**config.mk**
```make
export PLATFORM = sky130hd
export DESIGN_NAME = imem_sync
export DESIGN_NICKNAME = d
export VERILOG_FILES = /design/src/rtl/imem_sync.sv
export SDC_FILE = /design/constraint.sdc
export NUM_CORES = 2
export LEC_CHECK = 0
export CORE_ASPECT_RATIO = 1.1
export CORE_MARGIN = 2
export CORE_UTILIZATION = 46
export DETAILED_ROUTE_END_ITERATION = 6
export PLACE_DENSITY = 0.58
export SYNTH_ARGS = -nofsm -noshare
export SYNTH_HDL_FRONTEND = slang
export SYNTH_SLANG_ARGS = --single-unit
```
**constraint.sdc**
```tcl
create_clock -name clk -period 12.1 [get_ports clk]
set_clock_uncertainty 0.1 [all_clocks]
set_input_delay 3.025 -clock clk [delete_from_list [all_inputs] [get_ports clk]]
set_output_delay 3.025 -clock clk [all_outputs]
set_load 0.01 [all_outputs]
```
**src/rtl/imem_sync.sv**
```systemverilog
// Synchronous instruction memory for the sMIPS fetch stage. It has a registered fetch,
// a valid/stall handshake, alignment and range error flags, a loader write port and a post-reset NOP clear.
module imem_sync #(
    parameter int unsigned          DATA_W     = 32,
    parameter int unsigned          DEPTH_LOG2 = 6,
    parameter logic [31:0]          BASE_ADDR  = 32'h0000_0000,
    parameter logic [DATA_W-1:0]    NOP_WORD   = '0
) (
    input  logic                    clk,
    input  logic                    rst,
    input  logic                    fetch_req,
    input  logic [31:0]             addr,
    input  logic                    stall,
    output logic [DATA_W-1:0]       inst,
    output logic                    inst_valid,
    output logic                    err_align,
    output logic                    err_range,
    output logic                    ready,
    input  logic                    ld_we,
    input  logic [DEPTH_LOG2-1:0]   ld_addr,
    input  logic [DATA_W-1:0]       ld_data,
    output logic                    o_dbg_state
);

    localparam int unsigned DEPTH = 2 ** DEPTH_LOG2;
    localparam logic [32:0] SPAN  = 33'(DEPTH) << 2;

    typedef enum logic {
        S_CLEAR = 1'b0,
        S_RUN   = 1'b1
    } state_t;

    state_t                  r_state;
    state_t                  w_state_nxt;
    logic [DEPTH_LOG2-1:0]   r_clr_idx;
    logic [DATA_W-1:0]       r_mem [DEPTH];

    logic [DATA_W-1:0]       r_inst;
    logic                    r_valid;
    logic                    r_err_align;
    logic                    r_err_range;

    logic [31:0]             w_offset;
    logic                    w_in_range;
    logic                    w_misalign;
    logic [DEPTH_LOG2-1:0]   w_idx;
    logic                    w_hold;
    logic                    w_accept;
    logic [DATA_W-1:0]       w_rd_data;

    // Handshake: a response stays on inst while stall=1 and inst_valid=1. A fetch is
    // accepted in RUN whenever fetch_req=1 and the output is not held that way.
    assign w_offset   = addr - BASE_ADDR;
    assign w_in_range = {1'b0, w_offset} < SPAN;
    assign w_misalign = addr[1:0] != 2'b00;
    assign w_idx      = w_offset[DEPTH_LOG2+1:2];
    assign w_hold     = stall && r_valid;
    assign w_accept   = (r_state == S_RUN) && fetch_req && !w_hold;
    // Write-first: a same-cycle load to the fetched word is forwarded.
    assign w_rd_data  = (ld_we && (ld_addr == w_idx)) ? ld_data : r_mem[w_idx];

    always_ff @(posedge clk) begin
        if (rst) begin
            r_state <= S_CLEAR;
        end else begin
            r_state <= w_state_nxt;
        end
    end

    always_comb begin
        w_state_nxt = r_state;
        case (r_state)
            S_CLEAR: if (&r_clr_idx) w_state_nxt = S_RUN;
            S_RUN:   w_state_nxt = S_RUN;
            default: w_state_nxt = S_CLEAR;
        endcase
    end

    always_ff @(posedge clk) begin
        if (rst) begin
            r_clr_idx <= '0;
        end else if (r_state == S_CLEAR) begin
            r_clr_idx <= r_clr_idx + 1'b1;
        end
    end

    // The array has no reset: the clear sequence owns its contents after every reset.
    always_ff @(posedge clk) begin
        if (!rst) begin
            if (r_state == S_CLEAR) begin
                r_mem[r_clr_idx] <= NOP_WORD;
            end else if (ld_we) begin
                r_mem[ld_addr] <= ld_data;
            end
        end
    end

    always_ff @(posedge clk) begin
        if (rst) begin
            r_inst      <= NOP_WORD;
            r_valid     <= 1'b0;
            r_err_align <= 1'b0;
            r_err_range <= 1'b0;
        end else if (!w_hold) begin
            if (w_accept) begin
                r_valid     <= 1'b1;
                r_err_align <= w_misalign;
                r_err_range <= !w_in_range;
                r_inst      <= (w_misalign || !w_in_range) ? NOP_WORD : w_rd_data;
            end else begin
                r_valid     <= 1'b0;
                r_err_align <= 1'b0;
                r_err_range <= 1'b0;
            end
        end
    end

    assign inst        = r_inst;
    assign inst_valid  = r_valid;
    assign err_align   = r_err_align;
    assign err_range   = r_err_range;
    assign ready       = (r_state == S_RUN);
    assign o_dbg_state = r_state;

endmodule

```
==> metrics.md <==
| Metric | Value |
|---|---|
| First-pass GRT wire length | `307,400 µm` |
| Initial core utilization | `46.28%` |
| Hold_sp | `inst[15]$_SDFFE_PP0P_` |
| Syn Inst Count | `3,688` |
| Worst path max stage delay | `0.79 ns` |
| # rows | `161` |
| Synth async-reset ratio | `0%` |
| Arr. time, crit path | `6.89 ns` |
| Hold EP | `inst[15]$_SDFFE_PP0P_` |
| Max_slew headroom | `10.99%` |
| Vias | `39,870` |
| Worst slew pin tran | `1.335 ns` |
| Die Span X | `404.1 µm` |
| Min-Delay Path Class | `reg2reg` |
| Post-Syn Area | `81,020 µm²` |
| Period utilization | `52.30%` |
| Nature of the critical path startpoint | `primary input` |
| Mapped Nets | `3,764` |
| Worst r2r dst | `r_mem[8][12]$_DFFE_PP_` |
| Yosys warning count | `0` |
| Most frequent cells in the layout | `edfxtp_1, mux4_2, clkbuf_16` |
| Setup TNS after final layout | `0 ns` |
| IO Pins | `112` |
| CTS sink count | `2,090` |
| Avg Vias per Cell | `6.265` |
| Residual DRC | `0` |
| Max Fclk | `158.0 MHz` |
| R2R Setup Slk | `7.95 ns` |
| RSZ-0062 raised after global routing | `false` |
| Power per cell area | `157.8 nW/µm²` |
| Wire per inst | `34.60 µm` |
| Worst Setup Path Type | `in2reg` |
| CP top delay family | `buffers and inverters` |
| Worst Path Max Fanout | `97` |
| Synth cell types | `65` |
| Final min period | `6.328 ns` |
| Leak | `32.04 nW` |
| Num CTS Buffers | `202` |
| Setup Fix Bufs, Post-CTS | `0` |
| Final Max Tran Viols | `0` |
| CP endpoint kind | `flip-flop` |
| Reg2reg start | `o_dbg_state$_SDFF_PP0_` |
| Placed wire-length estimate | `115,400 µm` |
| Die outline height | `444.2 µm` |
| Worst-path clk slew | `0.06 ns` |
| CP bufs+invs | `3` |
| # port buffers | `111` |
| Reg2Reg Depth | `7` |
| Overall power | `0.01445 W` |
| Combined area of the multi-input logic cells | `18,020 µm²` |
| Worst EP required | `12.66 ns` |
| Register area | `62,340 µm²` |
| Critical Path Most Common Cell | `a211oi_1` |
| Mapped Avg Cell Area | `21.97 µm²` |
| Overall routing resource usage | `24.58%` |
| Commonest non-fill, non-tap cell in the layout | `edfxtp_1` |
| CTS tree | `done` |
| CP max-delay cell | `buf_4` |
| Layout fillers | `13,540` |
| Peak supply drop | `172.4 µV` |
| Worst hold path depth | `2` |
| Setup Viol. Count Final | `0` |
| Max_cap viols | `0` |
| Post-route ant nets | `0` |
| Initial antenna violation count | `3` |
| Final hold vios | `0` |
| Register bit total from synthesis | `2,090` |
| Worst path cell trace | `buf_8, buf_12, buf_4, mux4_2, nor2b_1, a211oi_1, a211oi_1, nor3_1, a221oi_1` |
| Largest net degree at the start of global routing | `110` |
| Register area share after synthesis | `76.95%` |
| CTS resizes | `0` |
| Routability cong. | `0.8458` |
| Synth-to-Final Area Change | `13.07%` |
| Die area | `179,500 µm²` |
| Nets | `3,991` |
| CTS Root Cell | `clkbuf_16` |
| DR pass1 iterations | `5` |
| Clock tree buffer depth | `3` |
| Synth Flop Type | `edfxtp_1` |
| Final core area utilization | `52.33%` |
| Status | `completed` |
| DR iter-0 viols | `4,915` |
| Hold_buf cts | `0` |
| Total routed wirelength | `220,300 µm` |
| Vias in the first global route | `39,520` |
| Clock H-tree levels | `4` |
| EDFF count, synth | `2,048` |
| Layout cell share with drive strength beyond 1 | `25.09%` |
| Core ar. | `175,100 µm²` |
| Worst-Skew Late Latency | `0.84 ns` |
| Overflow after GRT | `0` |
==> synth_stat cells, types with 19 or more instances <==
| cell type | number | area, µm² |
|---|---|---|
| edfxtp_1 | 2048 | 61500 |
| mux4_2 | 512 | 11530 |
| mux2i_1 | 184 | 1842 |
| nand2_1 | 102 | 382.9 |
| nor2_1 | 93 | 349.1 |
| buf_2 | 61 | 305.3 |
| a211oi_1 | 60 | 450.4 |
| clkbuf_1 | 59 | 221.5 |
| nor2b_1 | 44 | 275.3 |
| dfxtp_1 | 42 | 840.8 |
| a22oi_1 | 40 | 300.3 |
| nand3_1 | 40 | 200.2 |
| buf_4 | 39 | 292.8 |
| a21oi_1 | 38 | 190.2 |
| and2_1 | 34 | 212.7 |
| o21ai_0 | 33 | 165.2 |
| buf_6 | 22 | 247.7 |
| nor3_1 | 19 | 95.09 |
==> per-stage QoR <==
stage | hold slack, ns | instances | setup slack (ns) | area, µm²
finish | 0.3553 | 6365 | 5.772 | 91610
detailed placement | 0.3505 | 5993 | 4.824 | 85290
global route | 0.4084 | 6363 | 5.548 | 91600
CTS | 0.3588 | 6363 | 5.726 | 91600
global placement | 0.3495 | 5993 | 4.822 | 85290
floorplan | 0.3705 | 3688 | 5.951 | 81020
==> flip-flops by register name, indices dropped and copies added (netlist names) <==
signal	cells
err_align	1
err_range	1
inst	32
inst_valid	1
o_dbg_state	1
r_clr_idx	6
r_mem	2048
==> logic make-up after synthesis <==
logic type | Yosys count | share of synthesized area, %
flops | 2090 | 76.95
mux | 711 | 16.71
simple gates | 389 | 2.329
compound gates | 280 | 2.402
buf+inv | 207 | 1.484
xor+xnor | 10 | 0.1081
fa+ha+maj | 1 | 0.01544
==> layer usage <==
layer,vias up,global-route usage [%],part of all wire [%]
li1,16050,-,-
met1,21740,35.34,42
met4,0,6.681,2.6
met3,287,4.203,7.6
met5,-,0,0
met2,1798,39.20,48
==> area by class of cell <==
class | count | area share, %
Sequential cell | 2090 | 68.05
Clock inverter | 98 | 0.9165
Antenna cell | 2 | 0.005463
Multi-Input combinational cell | 1391 | 19.67
Clock buffer | 272 | 5.976
Timing Repair Buffer | 225 | 2.240
Tap cell | 2282 | 3.117
Inverter | 5 | 0.02049
==> worst max-delay path by stage <==
stage | slack, ns | endpoint | from | cells past startpoint
after global routing | 5.55 | inst[13]$_SDFFE_PP0P_ | addr[2] | 9
final | 5.77 | inst[13]$_SDFFE_PP0P_ | addr[2] | 9
after floorplan | 5.95 | r_mem[11][0]$_DFFE_PP_ | rst | 7
after global placement | 4.82 | inst[13]$_SDFFE_PP0P_ | addr[2] | 9
after CTS | 5.73 | inst[13]$_SDFFE_PP0P_ | addr[2] | 9
after detailed placement | 4.82 | inst[13]$_SDFFE_PP0P_ | addr[2] | 9
==> power by group <==
| part | total [W] | internal [W] | leakage [nW] | switching [W] |
|---|---|---|---|---|
| Sequential | 0.00785 | 0.00785 | 22.4 | 0.00000591 |
| Combinational | 0.000503 | 0.000202 | 6.58 | 0.000301 |
| Clock | 0.00610 | 0.00344 | 3.07 | 0.00266 |
| Total | 0.0145 | 0.0115 | 32.0 | 0.00296 |
==> worst register-to-register path, cell delays in order (launching register included) <==
cell     delay (ns)
dfxtp_1        0.72
nand2_1        0.22
nor2_4         0.23
buf_4          0.48
mux2i_1        0.42
o21ai_2        0.33
nor2_4         0.87
buf_4          0.46
Note: power is estimated with default switching activity, not from simulation.
